`src/rtl/alu_pkg.sv`:
```
// Definitions shared by the ALU result path: the multiplexer select codes and
// the layout of one buffered result entry.
package alu_pkg;

  localparam int ALU_WIDTH = 8;

  // Select encoding {S1,S0}. The multiplexer and the select generator use the same values.
  localparam logic [1:0] SEL_A0 = 2'b00;
  localparam logic [1:0] SEL_A1 = 2'b01;
  localparam logic [1:0] SEL_A2 = 2'b10;
  localparam logic [1:0] SEL_A3 = 2'b11;

  typedef struct packed {
    logic [ALU_WIDTH-1:0] y;
    logic [1:0]           sel;
    logic                 zero;
    logic                 neg;
  } alu_entry_t;

  // Bits per stored entry: data, a 2-bit select code, and the zero and neg flags.
  function automatic int entry_width(input int data_w);
    return data_w + 4;
  endfunction

endpackage

```
`src/rtl/alu_result_fifo.sv`:
```
// Generic first-word fall-through storage array. It tracks the pointers,
// occupancy and full/empty status. A synchronous clear resets the pointers
// and the occupancy but leaves the stored words untouched.
module alu_result_fifo #(
  parameter int W     = 12,
  parameter int DEPTH = 4
) (
  input  logic                       clk,
  input  logic                       rst_n,
  input  logic                       clr,
  input  logic                       wr_en,
  input  logic [W-1:0]               wr_data,
  input  logic                       rd_en,
  output logic [W-1:0]               rd_data,
  output logic [$clog2(DEPTH):0]     count,
  output logic                       full,
  output logic                       empty
);

  localparam int AW = $clog2(DEPTH);
  localparam int CW = AW + 1;

  logic [W-1:0]  mem_q [DEPTH];
  logic [AW-1:0] wr_ptr_q, wr_ptr_d;
  logic [AW-1:0] rd_ptr_q, rd_ptr_d;
  logic [CW-1:0] count_q, count_d;
  logic          do_wr, do_rd;

  assign full  = (count_q == CW'(DEPTH));
  assign empty = (count_q == '0);

  // The enables are gated again here, so the array stays consistent even if a caller misuses it.
  assign do_wr = wr_en && !full && !clr;
  assign do_rd = rd_en && !empty && !clr;

  always_comb begin
    wr_ptr_d = wr_ptr_q;
    rd_ptr_d = rd_ptr_q;
    count_d  = count_q;
    if (clr) begin
      wr_ptr_d = '0;
      rd_ptr_d = '0;
      count_d  = '0;
    end else begin
      // DEPTH is a power of two, so the natural pointer overflow performs the wrap.
      if (do_wr) wr_ptr_d = wr_ptr_q + AW'(1);
      if (do_rd) rd_ptr_d = rd_ptr_q + AW'(1);
      if (do_wr && !do_rd)      count_d = count_q + CW'(1);
      else if (do_rd && !do_wr) count_d = count_q - CW'(1);
    end
  end

  always_ff @(posedge clk or negedge rst_n) begin
    if (!rst_n) begin
      wr_ptr_q <= '0;
      rd_ptr_q <= '0;
      count_q  <= '0;
    end else begin
      wr_ptr_q <= wr_ptr_d;
      rd_ptr_q <= rd_ptr_d;
      count_q  <= count_d;
    end
  end

  always_ff @(posedge clk or negedge rst_n) begin
    if (!rst_n) begin
      for (int i = 0; i < DEPTH; i++) mem_q[i] <= '0;
    end else if (do_wr) begin
      mem_q[wr_ptr_q] <= wr_data;
    end
  end

  assign rd_data = mem_q[rd_ptr_q];
  assign count   = count_q;

endmodule

```
`src/rtl/alu_result_buffer.sv`:
```
// Buffers ALU multiplexer results together with their select code and their
// zero/negative flags, and hands them downstream over valid/ready. It also
// counts the results that arrive while the buffer is full.
module alu_result_buffer
  import alu_pkg::*;
#(
  parameter int WIDTH  = ALU_WIDTH,
  parameter int DEPTH  = 4,
  parameter int DROP_W = 8
) (
  input  logic                   clk,
  input  logic                   rst_n,
  input  logic                   flush,
  input  logic                   in_valid,
  output logic                   in_ready,
  input  logic [WIDTH-1:0]       in_y,
  input  logic                   in_s1,
  input  logic                   in_s0,
  output logic                   out_valid,
  input  logic                   out_ready,
  output logic [WIDTH-1:0]       out_y,
  output logic [1:0]             out_sel,
  output logic                   out_zero,
  output logic                   out_neg,
  output logic [$clog2(DEPTH):0] count,
  output logic [DROP_W-1:0]      drop_cnt
);

  localparam int EW = entry_width(WIDTH);

  logic              push, pop, drop;
  logic              fifo_full, fifo_empty;
  logic [EW-1:0]     wr_entry, rd_entry;
  logic [DROP_W-1:0] drop_q, drop_d;

  assign in_ready  = !fifo_full;
  assign out_valid = !fifo_empty;

  assign push = in_valid && in_ready && !flush;
  assign pop  = out_valid && out_ready && !flush;
  assign drop = in_valid && !in_ready && !flush;

  // The flags are captured with the data, so the output path is only a field split.
  assign wr_entry = {in_y, in_s1, in_s0, (in_y == '0), in_y[WIDTH-1]};

  alu_result_fifo #(
    .W     (EW),
    .DEPTH (DEPTH)
  ) u_fifo (
    .clk     (clk),
    .rst_n   (rst_n),
    .clr     (flush),
    .wr_en   (push),
    .wr_data (wr_entry),
    .rd_en   (pop),
    .rd_data (rd_entry),
    .count   (count),
    .full    (fifo_full),
    .empty   (fifo_empty)
  );

  // The stored words survive a flush, so the fields are masked whenever the buffer is empty.
  always_comb begin
    out_y    = '0;
    out_sel  = '0;
    out_zero = 1'b0;
    out_neg  = 1'b0;
    if (out_valid) begin
      out_y    = rd_entry[EW-1:4];
      out_sel  = rd_entry[3:2];
      out_zero = rd_entry[1];
      out_neg  = rd_entry[0];
    end
  end

  always_comb begin
    drop_d = drop_q;
    if (flush)                       drop_d = '0;
    else if (drop && (drop_q != '1)) drop_d = drop_q + DROP_W'(1);
  end

  always_ff @(posedge clk or negedge rst_n) begin
    if (!rst_n) drop_q <= '0;
    else        drop_q <= drop_d;
  end

  assign drop_cnt = drop_q;

endmodule

```
`config.mk`:
```
export PLATFORM = sky130hd
export DESIGN_NAME = alu_result_buffer
export DESIGN_NICKNAME = d
export VERILOG_FILES = /design/src/rtl/alu_pkg.sv /design/src/rtl/alu_result_fifo.sv /design/src/rtl/alu_result_buffer.sv
export SDC_FILE = /design/constraint.sdc
export NUM_CORES = 1
export LEC_CHECK = 0
export ABC_AREA = 1
export CORE_ASPECT_RATIO = 0.9
export CORE_MARGIN = 3
export CORE_UTILIZATION = 59
export DETAILED_ROUTE_END_ITERATION = 10
export PLACE_DENSITY_LB_ADDON = 0.08
export SLEW_MARGIN = 10
export SYNTH_ARGS = -nofsm -noshare
export SYNTH_HDL_FRONTEND = slang
export SYNTH_SLANG_ARGS = --single-unit
```
`constraint.sdc`:
```
create_clock -name clk -period 4.9 [get_ports clk]
set_clock_uncertainty 0.1 [all_clocks]
set_input_delay 0.735 -clock clk [delete_from_list [all_inputs] [get_ports clk]]
set_output_delay 0.735 -clock clk [all_outputs]
set_load 0.03 [all_outputs]
```
After elaboration in Yosys (flattened, before gate mapping)
Cells that the tools add are included.
{"block": "op_classes", "addsub": 5, "bitwise_logic": 2, "eq_ne": 2, "reduce_logical": 25, "muxes": 19, "n_lt_le_gt_ge": 3}
{"operator": "$bwmux 48", "n": 1}
{"operator": "$mux 12", "n": 3}
{"operator": "$bmux 12 s2", "n": 1}
{"operator": "$demux 12 s2", "n": 1}
{"operator": "$mux 8", "n": 3}
{"operator": "$logic_and 1x1->1", "n": 14}
{"operator": "$mux 2", "n": 5}
{"operator": "$mux 3", "n": 3}
{"operator": "$add 8x1->8 const B", "n": 1}
{"operator": "$logic_not 8->1", "n": 1}
{"operator": "$ne 8x8->1 const B", "n": 1}
{"operator": "$ge 3x3->1 const B", "n": 2}
{"operator": "$not 2->3", "n": 2}
{"operator": "$reduce_bool 2->1", "n": 3}
{"operator": "$logic_not 1->1", "n": 5}
{"operator": "$add 2x1->2 const B", "n": 2}
{"operator": "$add 3x1->3 const B", "n": 1}
{"operator": "$eq 3x3->1 const B", "n": 1}
{"operator": "$logic_not 3->1", "n": 1}
{"operator": "$lt 3x1->1 const B", "n": 1}
{"operator": "$reduce_bool 3->1", "n": 1}
{"operator": "$sub 3x1->3 const B", "n": 1}
{"operator": "$mux 1", "n": 2}
{"block": "word_totals", "ff_bits": 63, "out_inout_bits": 25, "word_cells": 64, "in_bits": 15}

Longest topological paths before layout
Gate-level depths: netlist of run 1.
{"block": "depth", "depth_word": 11, "depth_mapped": 11, "ltp_nobuf": 11}

Modules after synthesis
A second synthesis of run 1 with hierarchy kept.
{"block": "hier_totals", "cells_unflattened": 402, "hier_area_um2": 3293.2}
{"module": "alu_result_fifo", "n_inst": 1, "cells_each": 295, "seq_area_each_um2": 1376.3, "area_each_um2": 2653.8}
{"module": "alu_result_buffer", "n_inst": 1, "cells_each": 107, "seq_area_each_um2": 200.2, "area_each_um2": 639.4}

Worst setup path after synthesis of run 1
Ideal clock, no wire load.
{"block": "synth_path", "path_type": "register to output", "from": "register u_fifo.count_q[2], in the netlist u_fifo.count[2]", "to": "output port out_y[7]", "path_stages_with_launch": 7, "n_path_buf": 2, "path_slack_ns": 2.032, "t_required_ns": 4.065, "t_arrival_ns": 2.033, "cell_sequence": "dfrtp_1 inv_1 nand2_1 inv_1 clkbuf_1 a21oi_1 buf_4"}
{"block": "synth_between", "elab_chain_cells": 2}
{"item": "start, declared", "line": "alu_result_fifo.sv:26", "source": "logic [CW-1:0] count_q, count_d;"}
{"item": "start signal, assigned", "line": "alu_result_fifo.sv:61", "source": "count_q <= count_d;"}
{"item": "$logic_not 3->1", "line": "alu_result_fifo.sv:30", "source": "assign empty = (count_q == '0);"}
{"item": "$mux 8", "line": "alu_result_buffer.sv:68", "source": "if (out_valid) begin"}
{"item": "end, declared", "line": "alu_result_buffer.sv:21", "source": "output logic [WIDTH-1:0] out_y,"}
No other way between the ends.

Worst setup path in the final report of run 1
{"block": "layout_path", "from": "register u_fifo.rd_ptr_q[0]", "to": "output port out_y[7]"}
{"block": "layout_between", "elab_chain_cells": 5}
{"item": "start, declared", "line": "alu_result_fifo.sv:25", "source": "logic [AW-1:0] rd_ptr_q, rd_ptr_d;"}
{"item": "start signal, assigned", "line": "alu_result_fifo.sv:60", "source": "rd_ptr_q <= rd_ptr_d;"}
{"item": "$not 2->3 (implied by the code)", "line": "alu_result_fifo.sv:73", "source": "assign rd_data = mem_q[rd_ptr_q];"}
{"item": "$bmux 12 s2", "line": "alu_result_fifo.sv:73"}
{"item": "$mux 12 (implied by the code) (2 in a row)", "line": "alu_result_fifo.sv:73"}
{"item": "$mux 8", "line": "alu_result_buffer.sv:68"}
No other way between the ends. The select of a mux whose other input is x is not followed.

==> results of run 1 <==
## worst paths after layout
check,start,endpoint,cells after the start
worst max-delay path,u_fifo.rd_ptr_q[0],out_y[7],5
max in group asynchronous,rst_n,u_fifo.mem_q[8],2
worst min-delay path,u_fifo.mem_q[0],u_fifo.mem_q[0],2
min in group asynchronous,rst_n,u_fifo.mem_q[24],2
worst min register to register,u_fifo.mem_q[0],u_fifo.mem_q[0],2
worst max register to register,u_fifo.count[2],u_fifo.mem_q[0],5
## power groups by stage
stage	clock, mW	sequential [mW]	combinational [mW]
finish	0.379	0.771	0.894
global route	0.409	0.793	0.988
CTS	0.382	0.768	0.893
detailed placement	0	0.773	0.891
global placement	0	0.768	0.870
floorplan	0	0.760	0.583
## placed cells by master (no fill, tap or decap), types with 3 or more instances in the layout
cell type and count:
clkdlybuf4s50_1 38, xor2_1 3, clkbuf_8 10, inv_1 44, nor2_2 3, a21oi_1 36
ha_1 5, o21ai_0 46, nand2_2 3, nand2_1 107, o21ai_1 25, nor2_1 12
clkinv_2 3, dfrtp_1 59, nand3_1 12
## critical path, delay by kind of cell (launching register included)
kind	cells	cell delay (ns)
AO/OA/AOI/OAI	3	0.54
buffers and inverters	2	1.18
flip-flops	1	0.73
## layout make-up
cell class	instances	share of cell area, %
tap	65	2.29
clock buffer	12	4.08
sequential	59	41.5
clock inverter	3	0.422
inverter	46	4.85
multi-input combinational	263	35.8
timing repair buffer	40	11.0
## cell families after synthesis
family / synth area share [%]
compound gates: 18.0
xor+xnor: 1.16
fa+ha+maj: 2.73
buf+inv: 9.02
flops: 48.8
simple gates: 20.3
## sequential cells by signal (all words and copies together) (netlist names)
signal	count
drop_cnt	8
u_fifo.rd_ptr_q	2
u_fifo.count	3
u_fifo.wr_ptr_q	2
u_fifo.mem_q	44
## metal layers
layer	track usage (%)	up-vias	wire, microns
li1	-	1303	-
met1	38.5	1238	3320
met2	38.9	99	3320
met3	9.56	11	581
met4	9.01	0	97
met5	0	-	0
## metrics by stage
stage | setup WS (ns) | instance area (sq um) | utilization (%) | hold slack, ns
after floorplan | 2.03 | 3020 | - | 0.339
after global placement | 1.79 | 3400 | 69.4 | 0.376
after detailed placement | 1.69 | 3400 | 69.4 | 0.382
after CTS | 1.31 | 3560 | 72.7 | 0.395
after global routing | 1.05 | 3560 | 72.7 | 0.420
final | 1.29 | 3560 | 72.7 | 0.393
==> results.py, run 1 <==
metrics = {
    "cells_and_area": {
        "antenna-diode-count": 0,
        "layout-drive-gt1-share_pct": 6.15,
        "multi_input_area_sq_um": 1270,
        "seqCellArea_sq_um": 1480,
        "fill_cells": 395,
        "area_growth_pct": 17.7,
        "finalNonFillerCells": 488,
        "finalNetCount": 440,
    },
    "critical_path": {
        "crit_required_ns": 4.07,
        "rrSetupSlack_ns": 2.85,
        "max_stage_delay_ns": 0.73,
        "cpMaxStageDelayCell": "dfrtp_1",
        "cpMostUsedCell": "a21oi_1",
        "cp-start-kind": "flop",
        "path_class": "flop to output pin",
        "cp_max_fo": 24,
        "crit_chain": "inv_1 > a21oi_1 > o21ai_0 > a21oi_1 > clkdlybuf4s50_1",
        "end_kind": "output pin",
        "crit_arrival_ns": 2.78,
    },
    "run_status": {
        "status": "complete, no violations",
    },
    "synth": {
        "synth_edf_count": 0,
        "yosysMostFrequentCell": "nand2_1",
        "synth_cells": 387,
        "synth_flop_cell": "dfrtp_1",
        "synth_seq_area_share_pct": 48.8,
        "synthDistinctLibCells": 25,
        "yosys-top-cells-count": "107 x nand2_1, 59 x dfrtp_1, 46 x o21ai_0",
        "synth-seq-cells": 59,
        "synth_area_leaders": "dfrtp_1 49%, nand2_1 13%, o21ai_0 7.6%",
        "synth_top_area_cell": "dfrtp_1",
        "syn_area_sq_um": 3020,
        "synth_top_area_share_pct": 48.8,
        "async_flop_share_pct": 100,
        "yosysWarningCount": 0,
        "synth.net_count": 408,
        "syn_avg_cell_area_sq_um": 7.81,
    },
    "drt": {
        "dr.first_iter.drc_count": 299,
        "wl_per_cell_microns": 15.0,
        "vias": 2651,
        "postRouteAntennaNets": 0,
        "drc": 0,
        "wl_mm": 7.32,
        "dr.pass1.iters": 5,
        "vias_per_cell": 5.43,
    },
    "die": {
        "core_area_sq_um": 4890,
        "start_util_pct": 61.8,
        "dieArea_sq_um": 6020,
        "ios": 40,
        "die_x_microns": 81.5,
        "rows": 24,
        "fp.dieH_microns": 73.9,
    },
    "global_route": {
        "antenna_found_initial": 0,
        "track_usage_pct": 27.2,
        "grt.overflow.total": 0,
        "grt_max_degree": 60,
        "first_global_vias": 2389,
        "grt_pass1_wl_mm": 12.0,
    },
    "timing": {
        "timing.final.crit_share_pct": 73.7,
        "max_slew_margin_pct": 40.9,
        "rsz0062_at_grt": "false",
        "finalHoldViolCount": 0,
        "setup_viol": 0,
        "drv_slew": 0,
        "max_freq_ghz": 0.277,
        "setup_tns_ns": 0,
        "tightest_slew_ns": 0.883,
        "fin_crit_ns": 3.61,
    },
    "cts": {
        "h-tree-depth": 3,
        "cts_made_buffers": 9,
        "tritoncts": "built",
        "numClockSinks": 59,
        "ctsHoldBuffers": 0,
        "clk_latency_ns": 0.34,
        "clockBufferDepth": 2,
        "root_buffer": "clkbuf_8",
        "clk_pin_slew_ns": 0.06,
        "postCtsSetupBuffers": 0,
        "cts_resized": 0,
    },
    "power_and_ir_drop": {
        "power_frac_comb_pct": 43.7,
        "peakVddDrop_mv": 0.286,
        "leakage_nw": 1.71,
        "pwr-share-clk_pct": 18.5,
        "power.density_nw_per_um2": 574,
        "seq_power_share_pct": 37.7,
        "switching_share_pct": 42.0,
        "p_sw_mw": 0.858,
        "p_int_mw": 1.19,
        "power_mw": 2.04,
    },
    "job": {
        "maxCapViolations": 0,
    },
    "place": {
        "gp_congestion": 0.883,
        "dp.cells": 473,
        "port_buffers": 39,
        "hpwlAfterDp_mm": 5.01,
    },
    "min_path": {
        "hold_class": "flop to flop",
    },
}
Power figures use the tool's default switching activity.
==> run 2: changes to the inputs <==
Settings changed: CORE_UTILIZATION 59 to 55.
Clock period 4.9 ns to 3.4 ns, I/O delays scaled along.
==> results.py, run 2 (same netlist as run 1, synthesis figures left out) <==
metrics = {
    "global_route": {
        "first_global_vias": 2461,
        "grt_use_met1_pct": 34.7,
        "grt-busiest-layer": "met2",
        "met3_usage_pct": 7.35,
        "track_usage_pct": 24.4,
        "gr-usage-met2_pct": 36.5,
        "grt_pass1_wl_mm": 12.3,
        "grt.overflow.total": 0,
        "antenna_found_initial": 0,
        "grt_max_degree": 34,
    },
    "cts": {
        "root_buffer": "clkbuf_8",
        "tritoncts": "built",
        "numClockSinks": 59,
        "clk_latency_ns": 0.35,
        "clk_pin_slew_ns": 0.08,
        "h-tree-depth": 3,
        "cts_made_buffers": 9,
        "ctsHoldBuffers": 0,
        "cts_resized": 0,
        "clockBufferDepth": 2,
        "postCtsSetupBuffers": 0,
    },
    "drt": {
        "drc": 0,
        "vias_per_cell": 5.48,
        "postRouteAntennaNets": 0,
        "wl_per_cell_microns": 14.9,
        "vias": 2690,
        "dr.first_iter.drc_count": 205,
        "dr.pass1.iters": 5,
        "wl_mm": 7.33,
    },
    "place": {
        "dp_slack_ns": 0.632,
        "port_buffers": 39,
        "gp_congestion": 0.876,
        "hpwlAfterDp_mm": 5.09,
    },
    "cells_and_area": {
        "area_growth_pct": 19.9,
        "layout-drive-gt1-share_pct": 7.28,
        "antenna-diode-count": 0,
        "largest_register": "u_fifo.mem_q",
        "final_common_cell": "nand2_1",
        "fill_cells": 411,
        "multi_input_area_sq_um": 1270,
        "seqCellArea_sq_um": 1480,
        "largest_reg_flops": 44,
        "finalNetCount": 442,
        "layout_common_cells": "107 x nand2_1, 59 x dfrtp_1, 46 x o21ai_0",
    },
    "critical_path": {
        "rrSetupSlack_ns": 1.36,
        "crit_arrival_ns": 2.51,
        "cp_max_fo": 13,
        "crit_required_ns": 2.79,
        "path_class": "flop to output pin",
        "cp-start-kind": "flop",
        "end_kind": "output pin",
    },
    "timing": {
        "max_freq_ghz": 0.320,
        "max_slew_margin_pct": 61.4,
        "tightest_slew_ns": 0.579,
        "setup_viol": 0,
        "setup_tns_ns": 0,
        "setup_ws_ns": 0.276,
        "fin_crit_ns": 3.12,
        "timing.final.crit_share_pct": 91.9,
        "finalHoldViolCount": 0,
        "drv_slew": 0,
        "rsz0062_at_grt": "false",
    },
    "die": {
        "dieArea_sq_um": 6430,
        "die_x_microns": 84.2,
        "start_util_pct": 59.6,
        "ios": 40,
        "rows": 24,
        "fp.dieH_microns": 76.3,
        "core_area_sq_um": 5070,
    },
    "min_path": {
        "hold_class": "input pin to async pin",
    },
    "power_and_ir_drop": {
        "leakage_nw": 1.74,
        "power.density_nw_per_um2": 850,
        "peakVddDrop_mv": 0.478,
    },
    "job": {
        "maxCapViolations": 0,
    },
    "run_status": {
        "status": "complete, no violations",
    },
}
==> run 2: worst paths after layout <==
check	startpoint	to	depth (start not counted)
max	u_fifo.rd_ptr_q[1]	out_y[7]	5
min reg2reg	u_fifo.mem_q[7]	u_fifo.mem_q[7]	2
min in group clk	u_fifo.mem_q[7]	u_fifo.mem_q[7]	2
min	rst_n	drop_cnt[4]	1
max reg2reg	u_fifo.count[2]	u_fifo.count[2]	11
max in group asynchronous	rst_n	u_fifo.mem_q[0]	2
==> run 2: power breakdown <==
group	total (mW)	leakage, nW	internal [mW]	switching (mW)
Sequential	1.09	0.748	0.965	0.126
Clock	0.679	0.0978	0.379	0.300
Combinational	1.31	0.890	0.472	0.841
Total	3.08	1.74	1.82	1.27
==> run 2: cell type report <==
type                            instances  area share (%)
Clock inverter                          5            1.69
Clock buffer                           11            4.18
Multi-Input combinational cell        263            35.2
Timing Repair Buffer                   42            11.2
Inverter                               46            4.76
Tap cell                               65            2.24
Sequential cell                        59            40.7
==> run 2: stage by stage <==
step,instance area (sq um),power (mW),utilization [%],hold WS [ns],instances
floorplan,3020,1.94,-,0.114,387
global placement,3410,2.37,67.3,0.375,475
detailed placement,3410,2.41,67.3,0.382,475
CTS,3630,3.09,71.4,0.0608,491
global route,3630,3.29,71.4,0.104,491
finish,3630,3.08,71.4,0.0489,491
==> run 2: critical path, cell delays in order, from the launching register on <==
cell and delay (ns):
dfrtp_1 0.58, inv_1 0.29, a21oi_1 0.18, o21ai_0 0.10
a21oi_1 0.29, clkdlybuf4s50_1 0.74
==> run 2: layer usage <==
| metal | vias to the layer above | wire, microns | share of wire (%) |
|---|---|---|---|
| met4 | 0 | 86 | 1.2 |
| met5 | - | 0 | 0 |
| met2 | 108 | 3330 | 45 |
| met1 | 1257 | 3370 | 46 |
| met3 | 14 | 545 | 7.4 |
| li1 | 1311 | - | - |
==> run 3: changes to the inputs <==
Settings changed: REMOVE_ABC_BUFFERS from default to 1, TNS_END_PERCENT from default to 100.
==> results.py, run 3 (same netlist as run 1, synthesis figures left out) <==
metrics = {
    "cts": {
        "numClockSinks": 59,
        "h-tree-depth": 3,
        "postCtsSetupBuffers": 0,
        "root_buffer": "clkbuf_8",
        "clk_latency_ns": 0.34,
        "cts_resized": 0,
        "tritoncts": "built",
        "clockBufferDepth": 2,
        "ctsHoldBuffers": 0,
        "cts_made_buffers": 9,
        "clk_pin_slew_ns": 0.07,
    },
    "global_route": {
        "first_global_vias": 2569,
        "antenna_found_initial": 0,
        "grt_pass1_wl_mm": 12.4,
        "track_usage_pct": 24.2,
        "grt_max_degree": 28,
        "grt.overflow.total": 0,
    },
    "cells_and_area": {
        "fin_area_sq_um": 3640,
        "final_common_cell": "nand2_1",
        "finalNetCount": 444,
        "antenna-diode-count": 0,
        "layout_common_cells": "107 x nand2_1, 59 x dfrtp_1, 46 x o21ai_0",
        "largest_register": "u_fifo.mem_q",
        "layout-drive-gt1-share_pct": 7.71,
        "area_growth_pct": 20.4,
        "largest_reg_flops": 44,
        "fill_cells": 424,
    },
    "timing": {
        "finalHoldViolCount": 0,
        "rsz0062_at_grt": "false",
        "tightest_slew_ns": 0.643,
        "max_freq_ghz": 0.319,
        "fin_crit_ns": 3.14,
        "setup_tns_ns": 0,
        "setup_viol": 0,
        "max_slew_margin_pct": 57.1,
        "drv_slew": 0,
        "timing.final.crit_share_pct": 92.3,
        "setup_ws_ns": 0.261,
    },
    "die": {
        "ios": 40,
        "rows": 24,
        "dieArea_sq_um": 6430,
        "die_x_microns": 84.2,
        "fp.dieH_microns": 76.3,
        "core_area_sq_um": 5070,
        "start_util_pct": 59.6,
    },
    "drt": {
        "wl_per_cell_microns": 14.7,
        "vias": 2644,
        "wl_mm": 7.24,
        "dr.pass1.iters": 5,
        "postRouteAntennaNets": 0,
        "drc": 0,
        "dr.first_iter.drc_count": 197,
        "vias_per_cell": 5.36,
    },
    "critical_path": {
        "end_kind": "output pin",
        "crit_required_ns": 2.79,
        "crit_arrival_ns": 2.53,
        "path_class": "flop to output pin",
        "cp-start-kind": "flop",
        "cp_max_fo": 13,
    },
    "power_and_ir_drop": {
        "peakVddDrop_mv": 0.562,
        "leakage_nw": 1.76,
        "power.density_nw_per_um2": 840,
        "power_mw": 3.06,
    },
    "place": {
        "port_buffers": 39,
        "gp_congestion": 0.802,
        "post_dp_cell_area_sq_um": 3430,
        "dp_slack_ns": 0.568,
        "hpwlAfterDp_mm": 4.92,
    },
    "run_status": {
        "status": "complete, no violations",
    },
    "job": {
        "maxCapViolations": 0,
    },
    "min_path": {
        "hold_class": "input pin to async pin",
    },
}
==> run 3: changes by cell type in the layout (fill, tap and decap cells not counted) <==
cell / previous run / this run
buf_4: 3 / 5
clkinv_2: 0 / 2
clkinvlp_4: 3 / 1
clkbuf_8: 11 / 12
clkinv_4: 1 / 0
==> run 3: through the flow <==
step / utilization, % / std cells / hold WS [ns]
2_1_floorplan: - / 368 / 0.114
3_3_place_gp: 67.6 / 477 / 0.374
3_5_place_dp: 67.6 / 477 / 0.382
4_1_cts: 71.7 / 493 / 0.0804
5_1_grt: 71.7 / 493 / 0.120
6_report: 71.7 / 493 / 0.0687
==> run 3: critical path, stage by stage (launching register included) <==
cell             delay, ns
dfrtp_1               0.61
inv_1                 0.35
a21oi_1               0.21
o21ai_0               0.10
a21oi_1               0.21
clkdlybuf4s50_1       0.71
==> run 3: path summary, 6_finish.rpt <==
kind | cells after the start | startpoint | slack [ns] | endpoint
max | 5 | u_fifo.rd_ptr_q[1] | 0.26 | out_neg
min | 1 | rst_n | 0.07 | drop_cnt[5]
max reg2reg | 10 | u_fifo.count[2] | 1.38 | u_fifo.count[2]
min reg2reg | 2 | u_fifo.mem_q[9] | 0.39 | u_fifo.mem_q[9]
max in group asynchronous | 2 | rst_n | 2.45 | u_fifo.mem_q[30]
min in group clk | 2 | u_fifo.mem_q[9] | 0.39 | u_fifo.mem_q[9]
==> run 3: layer usage <==
layer  global-route usage [%]  vias to the layer above  routed length, microns
li1                         -                     1312                       -
met1                     33.6                     1228                    3300
met2                     37.1                       88                    3380
met3                     6.49                       16                     438
met4                     7.07                        0                     126
met5                        0                        -                       0
==> run 3: layout make-up <==
type	instances	area [sq um]	area share, %
Sequential cell	59	1480	40.5
Multi-Input combinational cell	263	1270	35.0
Timing Repair Buffer	44	423	11.6
Inverter	46	173	4.74
Clock buffer	12	165	4.54
Tap cell	65	81.3	2.23
Clock inverter	4	47.5	1.31
==> run 3: power breakdown <==
| part | total [mW] | internal [mW] | switching, mW |
|---|---|---|---|
| registers | 1.09 | 0.965 | 0.127 |
| clock network | 0.672 | 0.396 | 0.276 |
| logic | 1.29 | 0.475 | 0.820 |
